**src/rtl/ws2812_chain.sv**
```systemverilog
// WS2812/SK6812 chain driver: per-LED colour registers serialised onto one NRZ data line.
// Optional global brightness scaling at word load is enabled by defining WS2812_CHAIN_BRIGHTNESS_EN.
module ws2812_chain #(
  parameter int NUM_LEDS     = 8,
  parameter int BITS_PER_LED = 24,
  parameter int T0H_CYC      = 4,
  parameter int T1H_CYC      = 8,
  parameter int TBIT_CYC     = 15,
  parameter int TRESET_CYC   = 720,
  parameter int AUTO_REFRESH = 1
) (
  input  logic                    clk,
  input  logic                    reset,
  input  logic                    write,
  input  logic [NUM_LEDS-1:0]     led_mask,
  input  logic [BITS_PER_LED-1:0] colour,
  input  logic [7:0]              brightness,
  input  logic                    refresh,
  output logic                    data,
  output logic                    busy,
  output logic                    frame_done,
  output logic [2:0]              state_dbg
);

  localparam int LW = (NUM_LEDS > 1) ? $clog2(NUM_LEDS) : 1;
  localparam int BW = (BITS_PER_LED > 1) ? $clog2(BITS_PER_LED) : 1;
  localparam int TW = (TBIT_CYC > 1) ? $clog2(TBIT_CYC) : 1;
  localparam int RW = (TRESET_CYC > 1) ? $clog2(TRESET_CYC) : 1;

  localparam logic [LW-1:0] LED_LAST  = LW'(NUM_LEDS - 1);
  localparam logic [BW-1:0] BIT_LAST  = BW'(BITS_PER_LED - 1);
  localparam logic [TW-1:0] TBIT_LAST = TW'(TBIT_CYC - 1);
  localparam logic [TW-1:0] T1H_LAST  = TW'(T1H_CYC - 1);
  localparam logic [TW-1:0] T0H_LAST  = TW'(T0H_CYC - 1);
  localparam logic [RW-1:0] RST_LAST  = RW'(TRESET_CYC - 1);

  typedef enum logic [2:0] {
    S_IDLE     = 3'd0,
    S_LOAD     = 3'd1,
    S_BIT_HIGH = 3'd2,
    S_BIT_LOW  = 3'd3,
    S_LATCH    = 3'd4
  } state_t;

  // Free-running mode starts in LATCH so the first frame follows a full low gap.
  localparam state_t RESET_STATE = (AUTO_REFRESH != 0) ? S_LATCH : S_IDLE;

  state_t                  state;
  logic [BITS_PER_LED-1:0] led_reg [NUM_LEDS];
  logic [BITS_PER_LED-1:0] shift;
  logic [BITS_PER_LED-1:0] load_word;
  logic [LW-1:0]           led_cnt;
  logic [LW-1:0]           next_led;
  logic [LW-1:0]           fetch_idx;
  logic [BW-1:0]           bit_cnt;
  logic [TW-1:0]           t_cnt;
  logic [RW-1:0]           lat_cnt;
  logic                    pending;
  logic                    refresh_req;

  assign state_dbg   = state;
  assign next_led    = led_cnt + 1'b1;
  assign refresh_req = (AUTO_REFRESH == 0) && refresh;

  always_ff @(posedge clk or negedge reset) begin
    if (!reset) begin
      for (int i = 0; i < NUM_LEDS; i++) led_reg[i] <= '0;
    end else if (write) begin
      for (int i = 0; i < NUM_LEDS; i++) begin
        if (led_mask[i]) led_reg[i] <= colour;
      end
    end
  end

`ifdef WS2812_CHAIN_BRIGHTNESS_EN
  function automatic logic [BITS_PER_LED-1:0] scale_word(input logic [BITS_PER_LED-1:0] w,
                                                        input logic [7:0] b);
    logic [15:0] prod;
    scale_word = w;
    for (int f = 0; f < BITS_PER_LED / 8; f++) begin
      prod = {8'd0, w[f*8 +: 8]} * ({8'd0, b} + 16'd1);
      scale_word[f*8 +: 8] = prod[15:8];
    end
  endfunction
`else
  logic unused_brightness;
  assign unused_brightness = ^brightness;
`endif

  // LOAD fetches the first LED; the last bit of every other LED fetches the following one.
  always_comb begin
    fetch_idx = (state == S_LOAD) ? led_cnt : next_led;
`ifdef WS2812_CHAIN_BRIGHTNESS_EN
    load_word = scale_word(led_reg[fetch_idx], brightness);
`else
    load_word = led_reg[fetch_idx];
`endif
  end

  always_ff @(posedge clk or negedge reset) begin
    if (!reset) begin
      state      <= RESET_STATE;
      data       <= 1'b0;
      busy       <= 1'b0;
      frame_done <= 1'b0;
      shift      <= '0;
      led_cnt    <= '0;
      bit_cnt    <= '0;
      t_cnt      <= '0;
      lat_cnt    <= '0;
      pending    <= 1'b0;
    end else begin
      frame_done <= 1'b0;
      if (refresh_req && (state != S_IDLE)) pending <= 1'b1;
      case (state)
        S_IDLE: begin
          data <= 1'b0;
          busy <= 1'b0;
          if ((AUTO_REFRESH != 0) || pending || refresh_req) begin
            state   <= S_LOAD;
            busy    <= 1'b1;
            pending <= 1'b0;
          end
        end
        S_LOAD: begin
          shift   <= load_word;
          bit_cnt <= '0;
          t_cnt   <= '0;
          data    <= 1'b1;
          state   <= S_BIT_HIGH;
        end
        S_BIT_HIGH: begin
          t_cnt <= t_cnt + 1'b1;
          if (t_cnt == (shift[BITS_PER_LED-1] ? T1H_LAST : T0H_LAST)) begin
            data  <= 1'b0;
            state <= S_BIT_LOW;
          end
        end
        S_BIT_LOW: begin
          if (t_cnt == TBIT_LAST) begin
            t_cnt <= '0;
            if (bit_cnt != BIT_LAST) begin
              bit_cnt <= bit_cnt + 1'b1;
              shift   <= {shift[BITS_PER_LED-2:0], 1'b0};
              data    <= 1'b1;
              state   <= S_BIT_HIGH;
            end else if (led_cnt != LED_LAST) begin
              led_cnt <= next_led;
              bit_cnt <= '0;
              shift   <= load_word;
              data    <= 1'b1;
              state   <= S_BIT_HIGH;
            end else begin
              led_cnt <= '0;
              bit_cnt <= '0;
              lat_cnt <= '0;
              data    <= 1'b0;
              state   <= S_LATCH;
            end
          end else begin
            t_cnt <= t_cnt + 1'b1;
          end
        end
        S_LATCH: begin
          data <= 1'b0;
          if (lat_cnt == RST_LAST) begin
            lat_cnt    <= '0;
            frame_done <= 1'b1;
            if ((AUTO_REFRESH != 0) || pending || refresh_req) begin
              state   <= S_LOAD;
              busy    <= 1'b1;
              pending <= 1'b0;
            end else begin
              state <= S_IDLE;
              busy  <= 1'b0;
            end
          end else begin
            lat_cnt <= lat_cnt + 1'b1;
            busy    <= 1'b1;
          end
        end
        default: begin
          state   <= S_IDLE;
          data    <= 1'b0;
          busy    <= 1'b0;
          pending <= 1'b0;
        end
      endcase
    end
  end

endmodule

```
**config.mk**
```make
export PLATFORM = sky130hd
export DESIGN_NAME = ws2812_chain
export DESIGN_NICKNAME = d
export VERILOG_FILES = /design/src/rtl/ws2812_chain.sv
export SDC_FILE = /design/constraint.sdc
export NUM_CORES = 1
export LEC_CHECK = 0
export BUFFER_PORTS_ARGS = -buffer_cell sky130_fd_sc_hd__buf_2
export CAP_MARGIN = 20
export CORE_ASPECT_RATIO = 0.75
export CORE_MARGIN = 2
export CORE_UTILIZATION = 56
export CTS_CLUSTER_DIAMETER = 80
export DETAILED_ROUTE_END_ITERATION = 8
export PLACE_DENSITY = 0.76
export RECOVER_POWER = 100
export SLEW_MARGIN = 20
export SYNTH_ARGS = -nofsm -noshare
export SYNTH_HDL_FRONTEND = slang
export SYNTH_SLANG_ARGS = --single-unit
export TNS_END_PERCENT = 20
```
**constraint.sdc**
```tcl
create_clock -name clk -period 2.1 [get_ports clk]
set_clock_uncertainty 0.15 [all_clocks]
set_input_delay 0.105 -clock clk [delete_from_list [all_inputs] [get_ports clk]]
set_output_delay 0.105 -clock clk [all_outputs]
set_load 0.005 [all_outputs]
```
==> flow_summary_export.csv <==
group,metric,value,unit
synth,synth_top_area_share,47.2,%
finish,diodes,0,
worst_setup_path,required,2.41,ns
finish,final_layout_size_suffix_gt1_share,42.4,%
sta,period_share,105,%
finish,largest_register_ffs,192,
power,powerDensity,917,mW/mm²
floorplan,design.die.area,0.0243,mm²
synth,ys_seq_elements,244,
floorplan,io_pins,50,
synth,seq_area_frac_synth,47.4,%
sta,maxSlewHeadroom,30.3,%
drt,drtIter0Drc,913,
synth,synthTopCellsByCount,"mux2_2, dfrtp_1, o22ai_1",
drt,drtPass1Iterations,6,
placed_design,dp_hpwl,20.8,mm
worst_setup_path,r2r_cells,7,
sta,worstMarginPinSlew,1.05,ns
synth,synth_top_area_cell,"dfrtp_1",
worst_setup_path,crit_arrival,2.51,ns
synth,synthDistinctLibCells,58,
power,p_leak,6.55,nW
grt,grt_use_total,30.0,%
worst_setup_path,critPathMaxFanout,7,
worst_setup_path,crit_slowest_cell,"or3b_4",
floorplan,start_util,56.5,%
finish,syn2layout_area_growth,20.0,%
grt,grt_first_pass_wirelength,56.4,mm
drt,drc,0,
drt,wl_per_cell,23.4,µm
synth,yosys-top-cells-area,"dfrtp_1, mux2_2, o22ai_1",
floorplan,dieHeight,135,µm
status,violations,"negative setup slack",
placed_design,globalplace.congestion,0.795,
synth,synthFlopType,"dfrtp_1",
drt,drt_wl_total,35.3,mm
sta,finalSetupViolCount,24,
clocking,htreeDepth,1,
clocking,cts_buffers,26,
clocking,cts_buffer_depth,3,
sta,setup_ws,-0.105,ns
synth,synthesis.nets,1127,
placed_design,io_buffers,40,
worst_setup_path,cp_slowest_stage_delay,0.49,ns
grt,grt_antenna_before_repair,0,
finish,fin_nets,1244,
floorplan,fp-row-count,48,
status,outcome,"complete, but fails checks",
worst_setup_path,path_cells,"or3b_4 > mux2i_4 > buf_6 > buf_16 > o22ai_1 > o22a_1 > a221oi_2",
clocking,tritoncts,"built",
synth,avgSynthCellArea,12.0,µm²
power,power,14.2,mW
worst_setup_path,regToRegSetupSlack,-0.11,ns
worst_hold_path,min_path_type,"input port to asynchronous set/reset pin",
sta,fmax,0.453,GHz
sta,drv_slew,0,
synth,synthArstFlopShare,100,%
sta,period_needed,2.21,ns
drt,route.vias.total,9941,
synth,synth_most_common_cell,"mux2_2",
floorplan,die_width,179,µm
worst_setup_path,worst_setup_path_end_kind,"flop",
synth,syn-instance-count,1077,
synth,synth_edf_count,0,
worst_setup_path,start_kind,"flop",
clocking,cts-root-buf,"clkbuf_16",
drt,drt-vias-per-instance,6.59,
grt,overflow,0,
drt,postRouteAntennaNets,0,
worst_setup_path,rr_endpoint,"shift[13]",
run,drv_cap,0,
sta,rsz0062_at_grt,"true",
clocking,clock_latency,0.54,ns
synth,syn-cell-area,0.0129,mm²
power,ir_worst_vdd,621,µV
synth,yosysWarnings,0,
worst_setup_path,path_class,"flop to flop",
grt,grt_pass1_vias,10200,
floorplan,core_area,0.0228,mm²
placed_design,dp_slack,-0.187,ns
grt,grt_max_degree,83,
worst_setup_path,r2r-start,"state_dbg[1]",
clocking,path_clk_slew,0.06,ns
sta,hold_viol,0,
clocking,cts_num_sinks,244,
## cells in the final DEF, fill, tap and decap left out, types with 4 or more instances in the layout
cell type and count:
mux2i_1 24, dlygate4sd3_1 25, buf_4 53, o22ai_1 82, nand2_1 40, a21oi_1 4
o21ai_0 17, buf_12 19, nand2b_1 5, nor2_1 55, nor3_1 24, a22o_1 5
clkbuf_8 4, buf_6 10, clkbuf_2 12, nand3_1 11, clkbuf_1 16, clkbuf_16 26
o31ai_1 5, o221ai_1 21, a31oi_1 6, a221o_1 20, a21o_1 7, mux4_2 4
o22a_1 22, a221oi_2 20, clkbuf_4 6, and3_1 5, mux2_2 277, buf_2 36
nor3b_1 21, dfrtp_1 242, inv_1 4
## cells by family (layout without fill, tap and decap cells)
kind of cell	count (synthesis)	count (layout)	synth area share (%)
buffers and inverters	91	221	2.96
AND/OR/NAND/NOR	184	185	7.12
multiplexers	310	310	27.2
flip-flops	244	244	47.4
AO/OA/AOI/OAI	238	238	14.5
adder cells (fa/ha/maj)	6	6	0.582
XOR/XNOR	4	4	0.272
## final cells by class
type / instances / area [µm²]
Sequential cell: 244 / 6110
Tap cell: 300 / 375
Timing Repair Buffer: 175 / 1540
Inverter: 4 / 15.0
Multi-Input combinational cell: 743 / 6630
Clock buffer: 36 / 728
Clock inverter: 6 / 70.1
Fill cell: 1644 / 7350
## how the worst max path moves through the flow
stage,depth (start not counted),endpoint,start
CTS,7,shift[5],bit_cnt[0]
global placement,6,shift[0],state_dbg[1]
detailed placement,6,shift[0],state_dbg[2]
finish,7,shift[13],state_dbg[1]
floorplan,6,shift[22],state_dbg[1]
global route,7,shift[0],state_dbg[0]
## per-layer routing
metal  global-route usage [%]  up-vias  wire (µm)
li1                         -     4388          -
met1                     41.9     5094      15500
met2                     48.6      376      16600
met3                     4.46       83       2330
met4                     9.05        0        909
met5                        0        -          0
## critical path, delay by kind of cell, from the launching register on
kind                   cells  cell delay, ns
flip-flops                 1            0.40
buffers and inverters      2            0.29
AND/OR/NAND/NOR            1            0.49
multiplexers               1            0.29
AO/OA/AOI/OAI              3            0.51
## repair_timing
item	CTS	global route
endpoints found under the setup margin	24	29
endpoints found under the hold margin	436	0
buffers inserted	11	3
gates resized for setup	41	21
pin swaps	22	6
hold buffers	25	0
cloned	4	0
## stage by stage
step / TNS [ns] / cell area, µm² / hold WS (ns) / instances / util (%)
2_1_floorplan: -0.0471 / 12900 / -0.341 / 1077 / -
5_1_grt: -3.80 / 15500 / 0.246 / 1508 / 67.8
3_3_place_gp: -2.28 / 14100 / -0.0337 / 1424 / 61.6
4_1_cts: -0.887 / 15500 / 0.00837 / 1506 / 67.9
3_5_place_dp: -3.13 / 14100 / -0.0289 / 1424 / 61.6
6_report: -1.48 / 15500 / 0.172 / 1508 / 67.8
## report_power, final
| part | internal [mW] | total [mW] | switching [mW] |
|---|---|---|---|
| logic | 1.85 | 3.50 | 1.66 |
| clock network | 2.53 | 4.42 | 1.89 |
| registers | 5.58 | 6.26 | 0.687 |
| total | 9.95 | 14.2 | 4.23 |
No activity file was read; power rests on OpenSTA's default activity.
